==> config.mk <==
export PLATFORM = sky130hd
export DESIGN_NAME = control_fsm
export DESIGN_NICKNAME = d
export VERILOG_FILES = /design/src/rtl/control_fsm.sv
export SDC_FILE = /design/constraint.sdc
export NUM_CORES = 1
export LEC_CHECK = 0
export CAP_MARGIN = 20
export CORE_UTILIZATION = 41
export DETAILED_ROUTE_END_ITERATION = 7
export HOLD_SLACK_MARGIN = 0.1
export MAX_ROUTING_LAYER = met4
export PLACE_DENSITY = 0.77
export SETUP_SLACK_MARGIN = 0.5
export SLEW_MARGIN = 10
export SYNTH_ARGS = -nofsm -noshare
export SYNTH_HDL_FRONTEND = slang
export SYNTH_SLANG_ARGS = --single-unit
==> constraint.sdc <==
create_clock -name i_CLK -period 1.7 [get_ports i_CLK]
set_input_delay 0.17 -clock i_CLK [delete_from_list [all_inputs] [get_ports i_CLK]]
set_output_delay 0.17 -clock i_CLK [all_outputs]
set_load 0.01 [all_outputs]
==> src/rtl/control_fsm.sv <==
`default_nettype none
// +----------------------------------------------------------------------------+
// | Module  : control_fsm                                                      |
// | Brief   : Moore control sequencer (fetch/decode/execute) with memory-wait  |
// |           timeout. Optional JSR/JSRR support enabled by CTRL_JSR_EN.       |
// | Revision: 1.0 - initial release                                            |
// +----------------------------------------------------------------------------+
module control_fsm #(
    parameter int MEM_TIMEOUT = 15
) (
    input  logic        i_CLK,
    input  logic        i_Reset,
    input  logic [15:0] i_IR,
    input  logic        i_N,
    input  logic        i_Z,
    input  logic        i_P,
    input  logic        i_MEM_R,
    output logic        o_LD_MAR,
    output logic        o_LD_MDR,
    output logic        o_LD_IR,
    output logic        o_LD_PC,
    output logic        o_LD_REG,
    output logic        o_LD_CC,
    output logic        o_GatePC,
    output logic        o_GateMDR,
    output logic        o_GateALU,
    output logic        o_GateMARMUX,
    output logic [1:0]  o_ALUK,
    output logic [1:0]  o_SR1MUX,
    output logic [1:0]  o_DRMUX,
    output logic [1:0]  o_PCMUX,
    output logic [1:0]  o_ADDR2MUX,
    output logic        o_ADDR1MUX,
    output logic        o_MARMUX,
    output logic        o_MIO_EN,
    output logic        o_R_W,
    output logic [5:0]  o_State,
    output logic        o_Error
);

    localparam logic [5:0] c_S0  = 6'd0,  c_S1  = 6'd1,  c_S2  = 6'd2,  c_S3  = 6'd3;
    localparam logic [5:0] c_S4  = 6'd4,  c_S5  = 6'd5,  c_S6  = 6'd6,  c_S7  = 6'd7;
    localparam logic [5:0] c_S9  = 6'd9,  c_S12 = 6'd12, c_S14 = 6'd14, c_S16 = 6'd16;
    localparam logic [5:0] c_S18 = 6'd18, c_S20 = 6'd20, c_S21 = 6'd21, c_S22 = 6'd22;
    localparam logic [5:0] c_S23 = 6'd23, c_S25 = 6'd25, c_S27 = 6'd27, c_S32 = 6'd32;
    localparam logic [5:0] c_S33 = 6'd33, c_S35 = 6'd35, c_S62 = 6'd62, c_S63 = 6'd63;

    localparam logic [7:0] c_TIMEOUT_LAST = 8'(MEM_TIMEOUT - 1);

    logic [5:0] r_state;
    logic [5:0] w_next_state;
    logic [7:0] r_count;
    logic       w_ben;
    logic       w_timeout;
    logic       w_mem_state;
    logic       w_unused_ir;

    assign w_ben       = (i_IR[11] & i_N) | (i_IR[10] & i_Z) | (i_IR[9] & i_P);
    assign w_timeout   = (r_count == c_TIMEOUT_LAST);
    assign w_mem_state = (r_state == c_S33) || (r_state == c_S25) || (r_state == c_S16);
    assign w_unused_ir = ^i_IR[8:0];

    // Wait counter restarts whenever a memory state is entered or left.
    always_ff @(posedge i_CLK or negedge i_Reset) begin
        if (!i_Reset) begin
            r_state <= c_S62;
            r_count <= 8'd0;
        end else begin
            r_state <= w_next_state;
            r_count <= (w_mem_state && (w_next_state == r_state)) ? r_count + 8'd1 : 8'd0;
        end
    end

    always_comb begin
        w_next_state = r_state;
        case (r_state)
            c_S62: w_next_state = c_S18;
            c_S18: w_next_state = c_S33;
            c_S33: begin
                if (i_MEM_R)        w_next_state = c_S35;
                else if (w_timeout) w_next_state = c_S63;
            end
            c_S35: w_next_state = c_S32;
            c_S32: begin
                case (i_IR[15:12])
                    4'b0001: w_next_state = c_S1;
                    4'b0101: w_next_state = c_S5;
                    4'b1001: w_next_state = c_S9;
                    4'b0000: w_next_state = c_S0;
                    4'b1100: w_next_state = c_S12;
                    4'b1110: w_next_state = c_S14;
                    4'b0010: w_next_state = c_S2;
                    4'b0110: w_next_state = c_S6;
                    4'b0011: w_next_state = c_S3;
                    4'b0111: w_next_state = c_S7;
`ifdef CTRL_JSR_EN
                    4'b0100: w_next_state = c_S4;
`endif
                    default: w_next_state = c_S63;
                endcase
            end
            c_S0:  w_next_state = w_ben ? c_S22 : c_S18;
            c_S1, c_S5, c_S9, c_S12, c_S14, c_S22, c_S27: w_next_state = c_S18;
            c_S2, c_S6: w_next_state = c_S25;
            c_S3, c_S7: w_next_state = c_S23;
            c_S25: begin
                if (i_MEM_R)        w_next_state = c_S27;
                else if (w_timeout) w_next_state = c_S63;
            end
            c_S23: w_next_state = c_S16;
            c_S16: begin
                if (i_MEM_R)        w_next_state = c_S18;
                else if (w_timeout) w_next_state = c_S63;
            end
`ifdef CTRL_JSR_EN
            c_S4:  w_next_state = i_IR[11] ? c_S21 : c_S20;
            c_S20, c_S21: w_next_state = c_S18;
`endif
            c_S63: w_next_state = c_S63;
            default: w_next_state = c_S63;
        endcase
    end

    assign o_State = r_state;
    assign o_Error = (r_state == c_S63);

    always_comb begin
        o_LD_MAR     = 1'b0;
        o_LD_MDR     = 1'b0;
        o_LD_IR      = 1'b0;
        o_LD_PC      = 1'b0;
        o_LD_REG     = 1'b0;
        o_LD_CC      = 1'b0;
        o_GatePC     = 1'b0;
        o_GateMDR    = 1'b0;
        o_GateALU    = 1'b0;
        o_GateMARMUX = 1'b0;
        o_ALUK       = 2'b00;
        o_SR1MUX     = 2'b00;
        o_DRMUX      = 2'b00;
        o_PCMUX      = 2'b00;
        o_ADDR2MUX   = 2'b00;
        o_ADDR1MUX   = 1'b0;
        o_MARMUX     = 1'b0;
        o_MIO_EN     = 1'b0;
        o_R_W        = 1'b0;
        case (r_state)
            c_S18: begin
                o_LD_MAR = 1'b1; o_GatePC = 1'b1; o_LD_PC = 1'b1;
            end
            c_S33, c_S25: begin
                o_MIO_EN = 1'b1; o_LD_MDR = 1'b1;
            end
            c_S35: begin
                o_GateMDR = 1'b1; o_LD_IR = 1'b1;
            end
            c_S1, c_S5, c_S9: begin
                o_GateALU = 1'b1; o_LD_REG = 1'b1; o_LD_CC = 1'b1; o_SR1MUX = 2'b01;
                o_ALUK = (r_state == c_S1) ? 2'b00 : (r_state == c_S5) ? 2'b01 : 2'b10;
            end
            c_S22: begin
                o_LD_PC = 1'b1; o_PCMUX = 2'b10; o_ADDR2MUX = 2'b10;
            end
            c_S12: begin
                o_LD_PC = 1'b1; o_PCMUX = 2'b10; o_ADDR1MUX = 1'b1; o_SR1MUX = 2'b01;
            end
            c_S14: begin
                o_GateMARMUX = 1'b1; o_MARMUX = 1'b1; o_ADDR2MUX = 2'b10; o_LD_REG = 1'b1;
            end
            c_S2, c_S3: begin
                o_LD_MAR = 1'b1; o_GateMARMUX = 1'b1; o_MARMUX = 1'b1; o_ADDR2MUX = 2'b10;
            end
            c_S6, c_S7: begin
                o_LD_MAR = 1'b1; o_GateMARMUX = 1'b1; o_MARMUX = 1'b1;
                o_ADDR1MUX = 1'b1; o_SR1MUX = 2'b01; o_ADDR2MUX = 2'b01;
            end
            c_S27: begin
                o_GateMDR = 1'b1; o_LD_REG = 1'b1; o_LD_CC = 1'b1;
            end
            c_S23: begin
                o_GateALU = 1'b1; o_ALUK = 2'b11; o_LD_MDR = 1'b1;
            end
            c_S16: begin
                o_MIO_EN = 1'b1; o_R_W = 1'b1;
            end
`ifdef CTRL_JSR_EN
            c_S21: begin
                o_GatePC = 1'b1; o_LD_REG = 1'b1; o_DRMUX = 2'b10;
                o_LD_PC = 1'b1; o_PCMUX = 2'b10; o_ADDR2MUX = 2'b11;
            end
            c_S20: begin
                o_GatePC = 1'b1; o_LD_REG = 1'b1; o_DRMUX = 2'b10; o_LD_PC = 1'b1;
                o_PCMUX = 2'b10; o_ADDR1MUX = 1'b1; o_SR1MUX = 2'b01;
            end
`endif
            default: ;
        endcase
    end

endmodule
`default_nettype wire

==> impl_metrics.csv, run 1 <==
group,metric,value,unit
power,switching_power,0.1586,mW
timing,rsz0062_at_grt,"yes",
clocking,numCtsBuffers,3,
setup_path,path_class,"reg -> reg",
synthesis,synth_edf_count,0,
place,place_area,2434,sq um
synthesis,async_flop_share,1.000,
floorplanning,dieArea,3876,sq um
hold_path,hold_path_class,"in -> async",
clocking,htreeDepth,1,
floorplanning,initial_core_util,0.4359,
power,cell_internal_pwr,0.5071,mW
power,swShare,0.2382,
synthesis,ys_warn_count,0,
timing,worst_pin_slew,0.6466,ns
outcome,outcome,"finished with violations",
floorplanning,die_width,62.26,microns
global_routing,antenna_found_initial,0,
place,portBuffers,39,
layout,antenna_cells,0,
power,vdd_drop_max,0.5471,mV
power,clkPwrFrac,0.378,
timing,worst_slack,-0.4107,ns
routing,via_per_inst,6.712,
setup_path,path_max_fanout,7,
outcome,violations,"negative setup slack",
power,power_density,210.6,nW/um^2
global_routing,overflow,0,
routing,drt_iter0_drc,323,
timing,fin_setup_tns,-9.146,ns
power,pwr-share-seq,0.501,
clocking,clkLatencyLatePin,0.29,ns
synthesis,synthDistinctLibCells,53,
floorplanning,pin_count,53,
setup_path,slowest_delay,0.66,ns
synthesis,netlist.area_leader.share,0.1513,
synthesis,synthFlopType,"dfrtp_1",
setup_path,crit_chain,"buf_6, buf_6, a211o_1, a21oi_2, nor3_2, nand4_1, buf_4, nand4_1",
power,p_leak,1.449,nW
layout,nNetsFinal,361,
floorplanning,core-area,3416,sq um
power,power,0.6657,mW
timing,finalCritPeriodShare,1.242,
setup_path,critPathLaunch,"o_State[3]",
layout,post-route-cell-area,3162,sq um
synthesis,postSynthAreaPerCell,7.335,sq um
synthesis,synth_top_area_cell,"dfrtp_1",
clocking,clkSinkCount,14,
routing,vias,2564,
clocking,clkSlewWorstSetupHoldPaths,0.11,ns
global_routing,grt_pass1_wl,11.23,mm
setup_path,required,1.94,ns
timing,skew,0.01882,ns
power,comb_power_share,0.121,
global_routing,grt_max_degree,15,
routing,wl_per_cell,24.53,microns
timing,fmax,0.4738,GHz
synthesis,ys_seq_area_frac,0.2395,
clocking,tritoncts,"yes",
synthesis,synthTopCellsByArea,"dfrtp_1 (15%), dfstp_2 (8.8%), nand2b_1 (5.0%)",
synthesis,synthCells,203,
synthesis,ys_ff_latch,14,
clocking,cts_buffer_depth,2,
timing,final_max_slew_viol_count,0,
setup_path,timing.rr.start,"o_State[3]",
place,dp_hpwl,3.923,mm
layout,layout-drive-gt1-share,0.5923,
routing,dr.pass1.iters,7,
synthesis,netlist_area,1489,sq um
routing,finalWirelength,9.369,mm
global_routing,grt_pass1_vias,2318,
place,gp_congestion,0.8917,
clocking,cts-root-buf,"clkbuf_4",
timing,finalHoldViolCount,0,
setup_path,start_kind,"register",
setup_path,arrival,2.35,ns
layout,final_util,0.9256,
layout,fill_cells,125,
floorplanning,std_cell_rows,21,
timing,finalCriticalPeriod,2.111,ns
job,maxCapViolations,0,
floorplanning,die_h,62.26,microns
routing,drt.antenna.violating_nets,0,
routing,drc,0,
layout,layout_commonest_cell,"buf_4",
global_routing,grt.total_usage,0.3784,
timing,relSlewSlack,0.5676,
setup_path,worst_setup_path_end_kind,"register",
layout,layout_common_cells,"buf_4 (61), buf_6 (54), buf_2 (17)",
place,pre_cts_ws,-0.2916,ns
layout,area_growth,112.4,%
timing,setup_violations,35,
setup_path,crit_slowest_cell,"dfstp_2",
[power by group through the flow]
stage	combinational (mW)	clock, mW	sequential, mW
after global placement	0.0744	0	0.339
final	0.0806	0.252	0.333
after CTS	0.0768	0.244	0.333
after floorplan	0.0320	0	0.340
after global routing	0.0875	0.275	0.333
after detailed placement	0.0764	0	0.339
[metrics by stage]
| step | cells | hold slack, ns |
|---|---|---|
| floorplan | 206 | -0.1256 |
| global placement | 325 | 0.5279 |
| detailed placement | 325 | 0.5484 |
| CTS | 364 | 0.2724 |
| global route | 382 | 0.3030 |
| finish | 382 | 0.2640 |
[worst paths after layout]
check                             end  slack, ns  cells after the start
setup / recovery           o_State[5]      -0.41                      8
hold / removal             r_count[5]       0.26                      1
setup reg to reg           o_State[5]      -0.41                      8
hold reg to reg            r_count[0]       0.57                      2
max in group asynchronous  o_State[0]       0.96                      1
min in group i_CLK         r_count[0]       0.57                      2
[registers in the layout, indices dropped and copies added (netlist names)]
register	flops
r_count	8
o_State	6
[kinds of logic (layout without fill, tap and decap cells)]
group | count (synthesis) | in the layout | synth area share
simple gates | 96 | 96 | 0.3538
compound gates | 52 | 52 | 0.2336
buf+inv | 28 | 158 | 0.09411
flops | 14 | 14 | 0.2395
xor+xnor | 9 | 9 | 0.05294
fa+ha+maj | 2 | 2 | 0.01680
other cells | 1 | 4 | 0.002519
mux | 1 | 1 | 0.006723
[Yosys cell counts (6+ instances only)]
library cell / instances
nor2_1: 18
a21oi_1: 13
nand2_1: 13
nand2b_1: 12
nor3_1: 12
buf_2: 10
dfrtp_1: 9
o21ai_0: 9
nand3_1: 7
buf_4: 6
inv_1: 6
nand4_1: 6
xor2_1: 6
[layout make-up]
class	count	area, sq um	area share
Inverter	6	25.02	0.007915
Tap cell	46	57.56	0.01820
Sequential cell	14	361.6	0.1144
Multi-Input combinational cell	164	1335	0.4222
Clock buffer	4	36.28	0.01148
Timing Repair Buffer	148	1346	0.4258
[worst max-delay path, delay by kind of cell, from the launching register on]
kind            cells  cell delay (ns)
flops               1             0.66
simple gates        3             0.60
buf+inv             3             0.48
compound gates      2             0.30
[metal layers]
layer | wire [microns] | global-route usage | vias up
met1 | 3189 | 0.4312 | 1177
met5 | 0 | - | -
met2 | 4189 | 0.6401 | 261
li1 | - | - | 1007
met3 | 1052 | 0.06250 | 119
met4 | 939 | 0.1890 | 0
[what timing repair did]
item                                    4_1_cts  5_1_grt
endpoints found under the setup margin       41       41
gates cloned                                  0        2
resized for setup                           156       50
setup buffers                                35       16
pin swaps                                    21       24
hold buffers                                  0        0
Power figures use the tool's default switching activity.
==> run 2, diff against run 1 <==
CORE_ASPECT_RATIO = 0.75   (was unset)
CORE_UTILIZATION = 45   (was 41)
PLACE_DENSITY = 0.8   (was 0.77)
clock period = 2.4 ns   (was 1.7 ns; I/O delays follow)
==> run 2 against run 1 <==
The flow now finishes without violations. Combinational power down 41%. Routed wire length shrank 27%. Clock-buffer cell count unchanged. Via count fell by 16%. First-iteration DRC count down 30%. Utilization decreased by 8.0 points. Cell area fell by 19%. Largest power group is now clock. Worst hold slack improved by 0.12 ns. Critical path depth shrank 1. Setup slack better by 0.68 ns. Clock skew fell by 0.014 ns.
==> impl_metrics.csv, run 2 (same netlist as run 1, synthesis figures left out) <==
group,metric,value,unit
routing,dr.pass1.iters,7,
global_routing,overflow,0,
timing,skew,0.005024,ns
place,gp_congestion,1.010,
timing,final_max_slew_viol_count,0,
timing,rsz0062_at_grt,"yes",
layout,area_growth,72.77,%
power,p_leak,1.199,nW
setup_path,crit_chain,"buf_4, buf_4, nand2_1, o31ai_4, a21oi_2, o31a_1, or3b_1",
layout,antenna_cells,0,
setup_path,cp_top_family,"flip-flops",
clocking,clkSinkCount,14,
routing,via_per_inst,6.704,
clocking,clkSlewWorstSetupHoldPaths,0.07,ns
global_routing,grt.total_usage,0.3254,
global_routing,grt_max_degree,19,
place,dp_hpwl,3.241,mm
setup_path,worst_setup_path_end_kind,"register",
global_routing,antenna_found_initial,0,
floorplanning,core-area,3042,sq um
setup_path,start_kind,"register",
layout,layout-drive-gt1-share,0.4346,
setup_path,crit_slowest_cell,"dfstp_4",
timing,finalCriticalPeriod,2.132,ns
layout,layout_common_cells,"buf_4 (40), clkdlybuf4s50_1 (17), nor2_1 (16)",
clocking,cts-root-buf,"clkbuf_8",
routing,drt.antenna.violating_nets,0,
timing,relSlewSlack,0.5614,
layout,final_util,0.8457,
routing,wl_per_cell,21.24,microns
clocking,hold_buffers,0,
global_routing,grt_pass1_wl,8.273,mm
setup_path,critPathLaunch,"o_State[1]",
place,portBuffers,39,
setup_path,crit_path_end,"o_State[1]",
hold_path,hold_path_class,"in -> async",
outcome,outcome,"finished, final reports clean",
clocking,htreeDepth,1,
floorplanning,pin_count,53,
layout,largest_reg_flops,8,
timing,fin_setup_tns,0,ns
setup_path,slowest_delay,0.67,ns
timing,hold-worst-slack,0.3798,ns
timing,setup_violations,0,
timing,finalCritPeriodShare,0.8883,
setup_path,r2r-end,"o_State[1]",
floorplanning,std_cell_rows,17,
global_routing,grt_pass1_vias,1641,
setup_path,required,2.58,ns
routing,vias,2152,
clocking,cts_buffer_depth,2,
power,power_density,206.2,nW/um^2
timing,worst_pin_slew,0.6559,ns
floorplanning,dieArea,3545,sq um
setup_path,path_class,"reg -> reg",
routing,drc,0,
layout,nNetsFinal,308,
clocking,clkLatencyLatePin,0.26,ns
timing,fmax,0.4690,GHz
setup_path,worst_path_most_repeated_cell,"buf_4",
setup_path,crit_buf_inv,2,
layout,layout_commonest_cell,"buf_4",
floorplanning,initial_core_util,0.4895,
layout,largest_register,"r_count",
floorplanning,die_h,51.82,microns
timing,finalHoldViolCount,0,
floorplanning,die_width,68.42,microns
setup_path,r2r_slack,0.27,ns
setup_path,arrival,2.32,ns
routing,finalWirelength,6.818,mm
setup_path,cp.depth,7,
setup_path,reg2reg_depth,7,
clocking,tritoncts,"yes",
clocking,numCtsBuffers,3,
job,maxCapViolations,0,
setup_path,path_max_fanout,8,
setup_path,timing.rr.start,"o_State[1]",
power,vdd_drop_max,0.2295,mV
routing,drt_iter0_drc,225,
run 2: cell types whose count changed in the layout (fill, tap and decap cells not counted), sizes merged:
cell / change
clkbuf: +1
dlygate4sd2: +2
clkdlybuf4s50: +5
dlymetal6s2s: +2
buf: -64
clkdlybuf4s15: +1
run 2: worst min path at each step:
stage,end,start,depth (start not counted),slack [ns]
5_1_grt,r_count[5],i_Reset,1,0.43
2_1_floorplan,o_State[0],i_Reset,0,-0.06
4_1_cts,r_count[5],i_Reset,1,0.39
3_5_place_dp,r_count[0],r_count[0],1,0.52
6_report,r_count[5],i_Reset,1,0.38
3_3_place_gp,r_count[0],r_count[0],1,0.50
run 2: through the flow:
stage / power (mW) / area (sq um) / cells / setup WS (ns)
after floorplan: 0.2616 / 1506 / 206 / 0.5099
after global placement: 0.2859 / 1914 / 271 / 0.1981
after detailed placement: 0.2865 / 1914 / 271 / 0.2018
after CTS: 0.5210 / 2266 / 299 / 0.3021
after global routing: 0.5376 / 2572 / 321 / 0.1722
final: 0.5304 / 2572 / 321 / 0.2680
run 2: where the power goes:
part | leakage [nW] | switching (mW) | internal (mW)
registers | 0.173 | 0 | 0.236
logic | 0.998 | 0.0228 | 0.0249
clock network | 0.0288 | 0.100 | 0.146
run 2: final cells by class:
type / count / area [sq um]
fillers: 168 / 469.2
inverters: 6 / 22.52
multi-input cells: 164 / 1246
flip-flops and latches: 14 / 361.6
well taps: 38 / 47.55
clock buffers: 4 / 55.05
repair buffers: 95 / 839.6
run 2: metal layers:
metal | global-route usage | part of all wire
met2 | 0.4542 | 0.42
met4 | 0.06250 | 0.067
met5 | - | 0
met3 | 0.08553 | 0.12
met1 | 0.4695 | 0.39
run 2: repair_timing:
item | in CTS | in global routing
gates resized for setup | 94 | 55
cloned | 1 | 0
buffers inserted | 23 | 22
endpoints found under the setup margin | 28 | 35
pin swaps | 11 | 21
